**src/rtl/reset_seq_pkg.sv**
```systemverilog
// Shared types and helpers for the staged reset sequencer.
// State encoding is fixed so the observability port is stable.
package reset_seq_pkg;

    typedef enum logic [2:0] {
        S_ASSERT    = 3'd0,
        S_WAIT_LOCK = 3'd1,
        S_HOLD      = 3'd2,
        S_RELEASE   = 3'd3,
        S_RUN       = 3'd4
    } state_e;

    localparam int LOST_CNT_W = 8;

    // Width able to hold the largest of the three cycle counts.
    function automatic int cnt_width(
        input int a,
        input int b,
        input int c
    );
        int m;
        m = a;
        if (b > m) m = b;
        if (c > m) m = c;
        return $clog2(m + 1);
    endfunction

endpackage

```
**src/rtl/reset_sync_n.sv**
```systemverilog
// SYNC_DEPTH-flop synchronizer, asynchronously forced to RST_VAL.
// RST_VAL=1 with i_d=0 gives an active-high reset; RST_VAL=0 passes data.
module reset_sync_n
    import reset_seq_pkg::*;
#(
    parameter int SYNC_DEPTH = 2,
    parameter bit RST_VAL    = 1'b1
) (
    input  logic i_clk,
    input  logic i_rst_n,
    input  logic i_d,
    output logic o_q
);

    logic [SYNC_DEPTH-1:0] r_sync;

    // Shift chain; async force on rst_n, release/data enter at bit 0.
    always_ff @(posedge i_clk or negedge i_rst_n) begin
        if (!i_rst_n) begin
            r_sync <= {SYNC_DEPTH{RST_VAL}};
        end else begin
            r_sync <= {r_sync[SYNC_DEPTH-2:0], i_d};
        end
    end

    assign o_q = r_sync[SYNC_DEPTH-1];

endmodule

```
**src/rtl/reset_sequencer.sv**
```systemverilog
// Staged reset release for MAC, FIFO and DMA domains after PLL lock.
// Re-asserts every stage together on lock loss or software request.
module reset_sequencer
    import reset_seq_pkg::*;
#(
    parameter int SYNC_DEPTH  = 2,
    parameter int N_OUT       = 3,
    parameter int LOCK_FILTER = 4,
    parameter int HOLD_CYCLES = 16,
    parameter int STAGE_GAP   = 8
) (
    input  logic                  clk,
    input  logic                  rst_n,
    input  logic                  lock,
    input  logic                  sw_rst,
    output logic [N_OUT-1:0]      rst_out,
    output logic                  ready,
    output logic [2:0]            state,
    output logic [LOST_CNT_W-1:0] lock_lost_cnt
);

    localparam int CW =
        cnt_width(HOLD_CYCLES, STAGE_GAP, LOCK_FILTER);
    localparam int IW = $clog2(N_OUT + 1);

    localparam logic [CW-1:0] FILT_LAST = CW'(LOCK_FILTER - 1);
    localparam logic [CW-1:0] HOLD_LAST = CW'(HOLD_CYCLES - 1);
    localparam logic [CW-1:0] GAP_LAST  = CW'(STAGE_GAP - 1);
    localparam logic [IW-1:0] IDX_LAST  = IW'(N_OUT - 1);
    localparam logic [IW-1:0] IDX_ONE   = IW'(1);

    logic w_rst_i;
    logic w_lock_s;

    state_e                r_state;
    state_e                w_nxt_state;
    logic [N_OUT-1:0]      r_rst_out;
    logic [N_OUT-1:0]      w_nxt_rst_out;
    logic                  r_ready;
    logic                  w_nxt_ready;
    logic [LOST_CNT_W-1:0] r_lost;
    logic [LOST_CNT_W-1:0] w_nxt_lost;
    logic [CW-1:0]         r_filt;
    logic [CW-1:0]         w_nxt_filt;
    logic [CW-1:0]         r_cnt;
    logic [CW-1:0]         w_nxt_cnt;
    logic [IW-1:0]         r_idx;
    logic [IW-1:0]         w_nxt_idx;

    logic w_active;
    logic w_abort;
    logic w_loss;

    reset_sync_n #(
        .SYNC_DEPTH (SYNC_DEPTH),
        .RST_VAL    (1'b1)
    ) u_rst_sync (
        .i_clk   (clk),
        .i_rst_n (rst_n),
        .i_d     (1'b0),
        .o_q     (w_rst_i)
    );

    reset_sync_n #(
        .SYNC_DEPTH (SYNC_DEPTH),
        .RST_VAL    (1'b0)
    ) u_lock_sync (
        .i_clk   (clk),
        .i_rst_n (rst_n),
        .i_d     (lock),
        .o_q     (w_lock_s)
    );

    // Abort covers the states where any stage may already be released.
    always_comb begin
        w_active = (r_state == S_HOLD)
                || (r_state == S_RELEASE)
                || (r_state == S_RUN);
        w_loss   = w_active && !w_lock_s;
        w_abort  = w_active && (sw_rst || !w_lock_s);
    end

    // Next-state, counters and registered output values.
    always_comb begin
        w_nxt_state   = r_state;
        w_nxt_rst_out = r_rst_out;
        w_nxt_ready   = r_ready;
        w_nxt_filt    = r_filt;
        w_nxt_cnt     = r_cnt;
        w_nxt_idx     = r_idx;
        w_nxt_lost    = r_lost;

        if (!w_rst_i && w_loss && (r_lost != '1)) begin
            w_nxt_lost = r_lost + 1'b1;
        end

        if (w_rst_i) begin
            w_nxt_state   = S_ASSERT;
            w_nxt_rst_out = '1;
            w_nxt_ready   = 1'b0;
            w_nxt_filt    = '0;
            w_nxt_cnt     = '0;
            w_nxt_idx     = '0;
        end else if (w_abort) begin
            w_nxt_state   = S_WAIT_LOCK;
            w_nxt_rst_out = '1;
            w_nxt_ready   = 1'b0;
            w_nxt_filt    = '0;
            w_nxt_cnt     = '0;
            w_nxt_idx     = '0;
        end else begin
            unique case (r_state)
                S_ASSERT: begin
                    w_nxt_state = S_WAIT_LOCK;
                    w_nxt_filt  = '0;
                end
                S_WAIT_LOCK: begin
                    if (sw_rst || !w_lock_s) begin
                        w_nxt_filt = '0;
                    end else if (r_filt == FILT_LAST) begin
                        w_nxt_state = S_HOLD;
                        w_nxt_filt  = '0;
                        w_nxt_cnt   = '0;
                    end else begin
                        w_nxt_filt = r_filt + 1'b1;
                    end
                end
                S_HOLD: begin
                    if (r_cnt == HOLD_LAST) begin
                        for (int i = 0; i < N_OUT; i++) begin
                            w_nxt_rst_out[i] = (i != 0);
                        end
                        w_nxt_cnt = '0;
                        if (N_OUT == 1) begin
                            w_nxt_state = S_RUN;
                            w_nxt_ready = 1'b1;
                            w_nxt_idx   = '0;
                        end else begin
                            w_nxt_state = S_RELEASE;
                            w_nxt_idx   = IDX_ONE;
                        end
                    end else begin
                        w_nxt_cnt = r_cnt + 1'b1;
                    end
                end
                S_RELEASE: begin
                    if (r_cnt == GAP_LAST) begin
                        for (int i = 0; i < N_OUT; i++) begin
                            w_nxt_rst_out[i] = (IW'(i) > r_idx);
                        end
                        w_nxt_cnt = '0;
                        if (r_idx == IDX_LAST) begin
                            w_nxt_state = S_RUN;
                            w_nxt_ready = 1'b1;
                            w_nxt_idx   = '0;
                        end else begin
                            w_nxt_idx = r_idx + 1'b1;
                        end
                    end else begin
                        w_nxt_cnt = r_cnt + 1'b1;
                    end
                end
                S_RUN: begin
                    w_nxt_state = S_RUN;
                end
                default: begin
                    w_nxt_state   = S_ASSERT;
                    w_nxt_rst_out = '1;
                    w_nxt_ready   = 1'b0;
                end
            endcase
        end
    end

    // State and output registers, all forced on board reset.
    always_ff @(posedge clk or negedge rst_n) begin
        if (!rst_n) begin
            r_state   <= S_ASSERT;
            r_rst_out <= '1;
            r_ready   <= 1'b0;
            r_lost    <= '0;
            r_filt    <= '0;
            r_cnt     <= '0;
            r_idx     <= '0;
        end else begin
            r_state   <= w_nxt_state;
            r_rst_out <= w_nxt_rst_out;
            r_ready   <= w_nxt_ready;
            r_lost    <= w_nxt_lost;
            r_filt    <= w_nxt_filt;
            r_cnt     <= w_nxt_cnt;
            r_idx     <= w_nxt_idx;
        end
    end

    assign rst_out       = r_rst_out;
    assign ready         = r_ready;
    assign state         = r_state;
    assign lock_lost_cnt = r_lost;

endmodule

```
**config.mk**
```make
export PLATFORM = sky130hd
export DESIGN_NAME = reset_sequencer
export DESIGN_NICKNAME = d
export VERILOG_FILES = /design/src/rtl/reset_seq_pkg.sv /design/src/rtl/reset_sync_n.sv /design/src/rtl/reset_sequencer.sv
export SDC_FILE = /design/constraint.sdc
export NUM_CORES = 1
export LEC_CHECK = 0
export CAP_MARGIN = 40
export CORE_MARGIN = 5
export CORE_UTILIZATION = 30
export DETAILED_ROUTE_END_ITERATION = 10
export MAX_ROUTING_LAYER = met4
export SETUP_SLACK_MARGIN = 0.05
export SYNTH_ARGS = -nofsm -noshare
export SYNTH_HDL_FRONTEND = slang
export SYNTH_SLANG_ARGS = --single-unit
```
**constraint.sdc**
```tcl
create_clock -name clk -period 6.5 [get_ports clk]
set_input_delay 0.65 -clock clk [delete_from_list [all_inputs] [get_ports clk]]
set_output_delay 0.65 -clock clk [all_outputs]
set_load 0.01 [all_outputs]
```
==> impl_metrics.py, run 1 <==
metrics = {
    "clock_network": {
        "tritoncts": "yes",
        "worstSkewPairLatency_ns": 0.29,
        "cts_hold_buffers": 0,
        "numCtsBuffers": 5,
        "htreeDepth": 2,
        "cts_sinks": 31,
        "cts_setup_buffers": 0,
        "cts-resized-gates": 0,
        "path_clk_slew_ns": 0.07,
        "clockRootBuffer": "clkbuf_8",
        "clockBufferDepth": 2,
    },
    "synthesis": {
        "syn_nets": 162,
        "ys_ff_latch": 31,
        "seq_area_frac_synth_pct": 48.0,
        "synth_ff_type": "dfrtp_1",
        "avgSynthCellArea_sq_um": 10.7,
        "yosys_warnings": 0,
        "syn_inst": 153,
        "async_flop_share_pct": 100,
        "synth-edff-count": 0,
        "yosysUniqueCellTypes": 50,
        "syn_area_sq_um": 1630,
    },
    "timing": {
        "setup_viol": 0,
        "slew_headroom_pct": 56.2,
        "min_period_ns": 2.36,
        "worst_pin_slew_ns": 0.653,
        "maxSlewViolCount": 0,
        "finalHoldViolCount": 0,
        "finalCritPeriodShare_pct": 36.3,
        "fin_setup_tns_ns": 0,
        "max_freq_mhz": 424,
        "finClkSkew_ns": 0.00712,
        "grt_setup_unrepaired": "false",
        "finalWorstSetupSlack_ns": 4.14,
    },
    "critical_path": {
        "crit_start": "state[0]$_DFFE_PN0P_",
        "worst-path-max-fanout": 17,
        "critical_path_required_ns": 5.85,
        "path_class": "reg2out",
        "crit_slowest_cell": "dfrtp_1",
        "critPathLaunchType": "flop",
        "critPathCaptureType": "output pin",
        "cp.arrival_ns": 1.71,
        "cp_num_cells": 1,
        "cp_slowest_stage_delay_ns": 0.75,
        "reg2reg_setup_slack_ns": 4.22,
        "critPathTopFamily": "flip-flops",
        "reg2reg_from": "r_cnt[0]$_DFFE_PN0P_",
        "worstPathCellList": "clkdlybuf4s50_1",
        "r2r_cells": 8,
        "r2r-end": "r_idx[1]$_DFFE_PN0P_",
        "critPathBufInv": 1,
        "crit_path_end": "state[0]",
    },
    "die": {
        "die_y_um": 83.7,
        "die-area_sq_um": 7010,
        "start_util_pct": 31.3,
        "fp.coreArea_sq_um": 5200,
        "rows": 26,
        "pin_count": 19,
        "chipWidth_um": 83.7,
    },
    "final_layout": {
        "seq_area_sq_um": 782,
        "fill_cells": 537,
        "multi_input_area_sq_um": 803,
        "final_core_util_pct": 38.4,
        "diodes": 0,
        "nets": 183,
        "fin_cells": 245,
        "final_common_cell": "dfrtp_1",
        "drive_gt1_share_pct": 13.7,
        "area_growth_pct": 22.7,
        "layout_common_cells": "dfrtp_1, clkdlybuf4s50_1, nand2_1",
    },
    "place": {
        "placed_cells": 237,
        "gp_congestion": 0.783,
        "place_ws_ns": 4.07,
        "dp_hpwl_mm": 2.25,
        "place.port_buffers": 18,
    },
    "drt": {
        "avgViaCountPerCell": 4.84,
        "drtIter0Drc": 45,
        "routedWlPerCell_um": 13.0,
        "drc_errors": 0,
        "wirelength_mm": 3.19,
        "antenna_left": 0,
        "vias": 1185,
        "dr.pass1.iters": 4,
    },
    "global_route": {
        "grt_pass1_vias": 1189,
        "grt.overflow.total": 0,
        "grt_max_degree": 32,
        "antenna_found_initial": 0,
        "track_usage_pct": 10.1,
        "grt_pass1_wl_mm": 5.59,
    },
    "power_and_ir_drop": {
        "power_per_cell_area_nw_per_um2": 206,
        "ir_worst_vdd_uv": 147,
        "p_leak_uw": 0.000842,
    },
    "run": {
        "drv.max_cap_violation_count": 0,
    },
    "min_path": {
        "hp-class": "reg2reg",
    },
    "run_status": {
        "status": "complete, no violations",
    },
}
==> cell usage after synthesis, types with 2 or more instances <==
library cell  count  area, sq um
a211o_1           2         17.5
a21oi_1           2         10.0
a41oi_1           2         17.5
buf_2             3         15.0
clkbuf_1          2         7.51
dfrtp_1          26          651
dfstp_2           5          131
ha_1              5         62.6
inv_1             6         22.5
mux2_1            2         22.5
mux2_4            2         30.0
mux2i_1           2         20.0
nand2_1          12         45.0
nand2b_1          3         18.8
nand3_1           7         35.0
nand3b_1          2         15.0
nor2_1            8         30.0
nor2b_1           5         31.3
nor3_1            5         25.0
nor4_1            3         18.8
o21ai_0           7         35.0
o21ai_1           4         20.0
o22ai_1           2         12.5
or2_1             2         12.5
xnor2_1           2         17.5
xor2_1            8         70.1
==> cells by family (layout without fill, tap and decap cells) <==
logic type                 after synthesis  in the layout  synth area share [%]
muxes                                    6              6                  4.45
other                                    1              1                 0.230
buffers and inverters                   11             33                  2.76
AOI/OAI and AO/OA                       31             31                  14.7
adders and majority gates                5              5                  3.84
and+or+nand+nor                         58             58                  20.7
xor gates and xnor gates                10             10                  5.37
DFF                                     31             31                  48.0
==> cell type report <==
type	count	area share [%]
clock inverters	2	1.75
multi-input cells	111	40.2
clock buffers	6	4.13
well taps	70	4.38
inverters	6	1.13
flip-flops and latches	31	39.1
repair buffers	19	9.38
==> sequential cells by signal, indices dropped and copies added (netlist names) <==
signal,cells
u_lock_sync.r_sync,2
r_idx,2
r_cnt,5
u_rst_sync.r_sync,2
state,3
r_filt,5
lock_lost_cnt,8
ready,1
rst_out,3
==> where the power goes <==
group | leakage (uW) | internal (uW) | switching, uW
clock | 0.0000612 | 124 | 73.5
combinational | 0.000372 | 6.06 | 8.88
sequential | 0.000409 | 196 | 3.59
total | 0.000842 | 326 | 86.0
==> layer usage <==
layer | track usage (%) | vias to the layer above | routed length, um
li1 | - | 595 | -
met1 | 12.5 | 571 | 1560
met2 | 15.3 | 14 | 1480
met3 | 1.88 | 5 | 68
met4 | 5.70 | 0 | 74
met5 | - | - | 0
==> through the flow <==
step	total power, uW	hold slack, ns	area (sq um)
2_1_floorplan	209	0.331	1630
3_3_place_gp	218	0.339	1880
3_5_place_dp	218	0.336	1880
4_1_cts	419	0.358	2000
5_1_grt	429	0.365	2000
6_report	412	0.357	2000
==> how the worst min path moves through the flow <==
stage / end / from / cells after the start
after floorplan: u_lock_sync.r_sync[1]$_DFF_PN0_ / u_lock_sync.r_sync[0]$_DFF_PN0_ / 0
after global placement: u_lock_sync.r_sync[1]$_DFF_PN0_ / u_lock_sync.r_sync[0]$_DFF_PN0_ / 0
after detailed placement: u_lock_sync.r_sync[1]$_DFF_PN0_ / u_lock_sync.r_sync[0]$_DFF_PN0_ / 0
after CTS: u_rst_sync.r_sync[1]$_DFF_PN1_ / u_rst_sync.r_sync[0]$_DFF_PN1_ / 0
after global routing: u_lock_sync.r_sync[1]$_DFF_PN0_ / u_lock_sync.r_sync[0]$_DFF_PN0_ / 0
final: u_rst_sync.r_sync[1]$_DFF_PN1_ / u_rst_sync.r_sync[0]$_DFF_PN1_ / 0
No activity file was read; power rests on OpenSTA's default activity.
==> inputs of run 2 (changes only) <==
==> constraint.sdc (replaced) <==
create_clock -name clk -period 2.5 [get_ports clk]
set_input_delay 0.25 -clock clk [delete_from_list [all_inputs] [get_ports clk]]
set_output_delay 0.25 -clock clk [all_outputs]
set_load 0.01 [all_outputs]
==> run 2 against run 1 <==
Effect of this change: combinational power grew to 2.8 times the previous value; hold slack worse by 0.0091 ns; flip-flop and latch count did not move; largest cell class unchanged; core utilization increased by 0.22 points; clock skew rose by 0.0022 ns; clock power grew 140%; highest routed layer unchanged.
==> impl_metrics.py, run 2 (synthesis results as in run 1) <==
metrics = {
    "run_status": {
        "status": "complete, no violations",
    },
    "critical_path": {
        "crit_top_cell": "ha_1",
        "cp_slowest_stage_delay_ns": 0.48,
        "worstPathCellList": "ha_1 -> nand3_1 -> inv_1 -> ha_1 -> nor2b_1 -> a2111o_1 -> nand2_1 -> mux2_1",
        "critical_path_required_ns": 2.66,
        "worst-path-max-fanout": 4,
        "critPathLaunchType": "flop",
        "crit_start": "r_cnt[0]$_DFFE_PN0P_",
        "crit_slowest_cell": "a2111o_1",
        "path_class": "reg2reg",
        "cp.arrival_ns": 2.37,
        "reg2reg_from": "r_cnt[0]$_DFFE_PN0P_",
        "critPathCaptureType": "flop",
    },
    "power_and_ir_drop": {
        "ir_worst_vdd_uv": 380,
        "power_per_cell_area_nw_per_um2": 514,
        "p_leak_uw": 0.000849,
    },
    "run": {
        "drv.max_cap_violation_count": 0,
    },
    "final_layout": {
        "nets": 186,
        "largest_reg_flops": 8,
        "final_common_cell": "dfrtp_1",
        "fill_cells": 543,
        "area_growth_pct": 23.4,
        "final_core_util_pct": 38.7,
        "diodes": 0,
        "layout_common_cells": "dfrtp_1, clkdlybuf4s50_1, nand2_1",
        "final_cell_area_sq_um": 2010,
        "drive_gt1_share_pct": 14.0,
    },
    "timing": {
        "finalCritPeriodShare_pct": 88.6,
        "min_period_ns": 2.21,
        "maxSlewViolCount": 0,
        "setup_viol": 0,
        "hold-worst-slack_ns": 0.348,
        "grt_setup_unrepaired": "false",
        "max_freq_mhz": 451,
        "slew_headroom_pct": 64.9,
        "finalHoldViolCount": 0,
        "fin_setup_tns_ns": 0,
        "finClkSkew_ns": 0.00933,
        "worst_pin_slew_ns": 0.521,
    },
    "min_path": {
        "hp-class": "reg2reg",
        "holdCritStartpoint": "u_lock_sync.r_sync[0]$_DFF_PN0_",
    },
    "clock_network": {
        "path_clk_slew_ns": 0.06,
        "cts_setup_buffers": 0,
        "clockBufferDepth": 2,
        "tritoncts": "yes",
        "numCtsBuffers": 5,
        "cts_sinks": 31,
        "htreeDepth": 2,
        "clockRootBuffer": "clkbuf_8",
        "cts-resized-gates": 0,
        "worstSkewPairLatency_ns": 0.28,
        "cts_hold_buffers": 0,
    },
    "die": {
        "pin_count": 19,
        "die_y_um": 83.7,
        "start_util_pct": 31.3,
        "fp.coreArea_sq_um": 5200,
        "chipWidth_um": 83.7,
        "rows": 26,
        "die-area_sq_um": 7010,
    },
    "drt": {
        "drtIter0Drc": 60,
        "dr.pass1.iters": 4,
        "avgViaCountPerCell": 4.81,
        "vias": 1192,
        "drc_errors": 0,
        "antenna_left": 0,
        "wirelength_mm": 3.05,
        "routedWlPerCell_um": 12.3,
    },
    "global_route": {
        "grt_max_degree": 32,
        "track_usage_pct": 9.89,
        "grt.overflow.total": 0,
        "grt_pass1_wl_mm": 5.61,
        "antenna_found_initial": 0,
        "grt_pass1_vias": 1216,
    },
    "place": {
        "placed_cell_area_sq_um": 1910,
        "gp_congestion": 0.774,
        "place.port_buffers": 18,
        "dp_hpwl_mm": 2.21,
    },
}
-- run 2: cell types whose count changed in the layout (fill, tap and decap cells not counted) --
cell | previous run | this run
clkbuf_8 | 6 | 5
buf_4 | 1 | 4
clkinv_2 | 1 | 0
clkbuf_1 | 0 | 2
-- run 2: per-stage QoR --
| stage | instances | setup slack, ns | total power [uW] |
|---|---|---|---|
| final | 248 | 0.285 | 1030 |
| after global routing | 248 | 0.158 | 1080 |
| after CTS | 248 | 0.297 | 1050 |
| after detailed placement | 240 | 0.313 | 569 |
| after global placement | 240 | 0.359 | 569 |
| after floorplan | 153 | 0.439 | 543 |
-- run 2: path summary, 6_finish.rpt --
| kind | endpoint | slack, ns | cells after the start |
|---|---|---|---|
| max | r_idx[1]$_DFFE_PN0P_ | 0.29 | 8 |
| min | u_lock_sync.r_sync[1]$_DFF_PN0_ | 0.35 | 0 |
| max reg2reg | r_idx[1]$_DFFE_PN0P_ | 0.29 | 8 |
| min reg2reg | u_lock_sync.r_sync[1]$_DFF_PN0_ | 0.35 | 0 |
| max in group asynchronous | rst_out[1]$_DFFE_PN1P_ | 1.82 | 2 |
| min in group asynchronous | r_filt[3]$_DFFE_PN0P_ | 0.36 | 2 |
-- run 2: layout make-up --
| type | count | area, sq um | area share, % |
|---|---|---|---|
| sequential | 31 | 782 | 38.9 |
| timing repair buffer | 22 | 210 | 10.4 |
| multi-input combinational | 111 | 803 | 39.9 |
| tap | 70 | 87.6 | 4.35 |
| clock buffer | 7 | 76.3 | 3.79 |
| inverter | 6 | 22.5 | 1.12 |
| clock inverter | 1 | 30.0 | 1.49 |
-- run 2: worst max-delay path: cells and delay by family (launching register included) --
family                     cells  cell delay [ns]
adders and majority gates      2             0.42
muxes                          1             0.32
buffers and inverters          1             0.06
and+or+nand+nor                3             0.40
DFF                            1             0.41
AOI/OAI and AO/OA              1             0.48
-- run 2: where the power goes --
part / switching (uW) / leakage [uW] / internal [uW]
clock network: 178 / 0.0000524 / 298
logic: 24.3 / 0.000387 / 16.7
registers: 7.94 / 0.000409 / 510
total: 211 / 0.000849 / 824
-- run 2: routing by layer --
metal | global-route usage (%) | wire, um
met4 | 3.95 | 58
met2 | 15.2 | 1400
met3 | 2.47 | 77
met5 | - | 0
met1 | 12.5 | 1510
==> inputs of run 3 (changes only) <==
--- a/config.mk
+++ b/config.mk
@@ -9,6 +9,7 @@
 export CORE_MARGIN = 5
 export CORE_UTILIZATION = 30
 export DETAILED_ROUTE_END_ITERATION = 10
+export GPL_TIMING_DRIVEN = 0
 export MAX_ROUTING_LAYER = met4
 export SETUP_SLACK_MARGIN = 0.05
 export SYNTH_ARGS = -nofsm -noshare
==> run 3 against run 2 <==
Effect of this change: routed wire length rose by 6.7%; die area did not move; first-iteration DRC count rose by 37%; clock-buffer cell count grew 1; via count rose by 3.6%; maximum frequency decreased by 1.9%; register-to-register slack got worse by 0.04 ns; non-clock buffer count grew 2; cell area down 0.31%; clock skew decreased by 0.00096 ns; largest power group unchanged.
==> impl_metrics.py, run 3 (synthesis results as in run 1) <==
metrics = {
    "timing": {
        "min_period_ns": 2.26,
        "finalCritPeriodShare_pct": 90.3,
        "worst_pin_slew_ns": 0.687,
        "slew_headroom_pct": 54.0,
        "maxSlewViolCount": 0,
        "finalHoldViolCount": 0,
        "fin_setup_tns_ns": 0,
        "max_freq_mhz": 443,
        "setup_viol": 0,
        "grt_setup_unrepaired": "false",
        "finClkSkew_ns": 0.00838,
    },
    "global_route": {
        "track_usage_pct": 9.93,
        "antenna_found_initial": 0,
        "grt_pass1_vias": 1203,
        "grt_use_met3_pct": 2.67,
        "use_met2_pct": 15.2,
        "grt_pass1_wl_mm": 5.58,
        "grt.overflow.total": 0,
        "grt_max_degree": 20,
        "grt-busiest-layer": "met2",
        "use_met1_pct": 12.8,
    },
    "die": {
        "pin_count": 19,
        "rows": 26,
        "die_y_um": 83.7,
        "start_util_pct": 31.3,
        "chipWidth_um": 83.7,
        "fp.coreArea_sq_um": 5200,
        "die-area_sq_um": 7010,
    },
    "critical_path": {
        "critPathTopFamily": "compound AO/OA/AOI/OAI gates",
        "critPathLaunchType": "flop",
        "crit_top_cell": "ha_1",
        "critical_path_required_ns": 2.65,
        "cp.arrival_ns": 2.41,
        "cp_slowest_stage_delay_ns": 0.50,
        "crit_slowest_cell": "a2111o_1",
        "path_class": "reg2reg",
        "critPathCaptureType": "flop",
        "worstPathCellList": "ha_1 -> nand3_1 -> inv_1 -> ha_1 -> nor2b_1 -> a2111o_1 -> nand2_1 -> mux2_1",
        "critPathBufInv": 1,
        "worst-path-max-fanout": 4,
    },
    "clock_network": {
        "clockRootBuffer": "clkbuf_8",
        "tritoncts": "yes",
        "numCtsBuffers": 5,
        "worstSkewPairLatency_ns": 0.27,
        "cts_setup_buffers": 0,
        "clockBufferDepth": 2,
        "cts_hold_buffers": 0,
        "htreeDepth": 2,
        "cts-resized-gates": 0,
        "cts_sinks": 31,
        "path_clk_slew_ns": 0.06,
    },
    "final_layout": {
        "diodes": 0,
        "layout_common_cells": "dfrtp_1, clkdlybuf4s50_1, nand2_1",
        "drive_gt1_share_pct": 13.3,
        "largest_reg_flops": 8,
        "nets": 188,
        "fill_cells": 548,
        "final_cell_area_sq_um": 2010,
        "area_growth_pct": 23.0,
        "final_common_cell": "dfrtp_1",
    },
    "power_and_ir_drop": {
        "p_leak_uw": 0.000845,
        "power_frac_seq_pct": 55.2,
        "p_int_uw": 727,
        "power_uw": 933,
        "swShare_pct": 22.1,
        "power_per_cell_area_nw_per_um2": 465,
        "p_switching_uw": 206,
        "clkPwrFrac_pct": 39.5,
        "ir_worst_vdd_uv": 333,
        "combPwrFrac_pct": 5.3,
    },
    "drt": {
        "antenna_left": 0,
        "wirelength_mm": 3.25,
        "vias": 1235,
        "dr.pass1.iters": 4,
        "drc_errors": 0,
        "avgViaCountPerCell": 4.94,
        "drtIter0Drc": 82,
        "routedWlPerCell_um": 13.0,
    },
    "place": {
        "dp_hpwl_mm": 2.38,
        "place.port_buffers": 18,
        "gp_congestion": 0.757,
        "placed_cell_area_sq_um": 1930,
    },
    "run_status": {
        "status": "complete, no violations",
    },
    "min_path": {
        "hp-class": "reg2reg",
    },
    "run": {
        "drv.max_cap_violation_count": 0,
    },
}
## run 3: path summary, 6_finish.rpt
path	start	end	slack (ns)	depth (start not counted)
max in group asynchronous	rst_n	rst_out[2]$_DFFE_PN1P_	1.50	2
min reg2reg	u_lock_sync.r_sync[0]$_DFF_PN0_	u_lock_sync.r_sync[1]$_DFF_PN0_	0.35	0
max	r_cnt[0]$_DFFE_PN0P_	r_idx[1]$_DFFE_PN0P_	0.24	8
min in group asynchronous	rst_n	r_filt[4]$_DFFE_PN0P_	0.39	1
min	u_lock_sync.r_sync[0]$_DFF_PN0_	u_lock_sync.r_sync[1]$_DFF_PN0_	0.35	0
max reg2reg	r_cnt[0]$_DFFE_PN0P_	r_idx[1]$_DFFE_PN0P_	0.24	8
## run 3: layer usage
layer | vias up | part of all wire (%) | wire, um
li1 | 608 | - | -
met1 | 602 | 48 | 1560
met2 | 20 | 48 | 1570
met3 | 5 | 2.6 | 84
met4 | 0 | 1.4 | 46
met5 | - | 0 | 0
## run 3: power by group through the flow
stage / Combinational, uW / Clock (uW) / Sequential, uW
after detailed placement: 50.8 / 0 / 524
after global placement: 44.8 / 0 / 524
after floorplan: 20.0 / 0 / 523
after global routing: 55.4 / 406 / 515
after CTS: 51.1 / 388 / 515
final: 49.5 / 369 / 515
## run 3: final cells by class
type	count	area [sq um]	area share, %
plain buffers	5	22.5	1.12
clock buffers	8	80.1	3.99
inverters	6	22.5	1.12
multi-input cells	111	803	40.0
flip-flops and latches	31	782	39.0
well taps	70	87.6	4.37
repair buffers	19	208	10.4
## run 3: through the flow
stage | cells | util (%) | setup slack (ns) | hold slack (ns)
after floorplan | 153 | - | 0.439 | -0.0456
after global placement | 241 | 36.5 | 0.285 | 0.336
after detailed placement | 242 | 37.0 | 0.278 | 0.343
after CTS | 250 | 38.5 | 0.252 | 0.356
after global routing | 250 | 38.5 | 0.161 | 0.365
final | 250 | 38.5 | 0.241 | 0.352
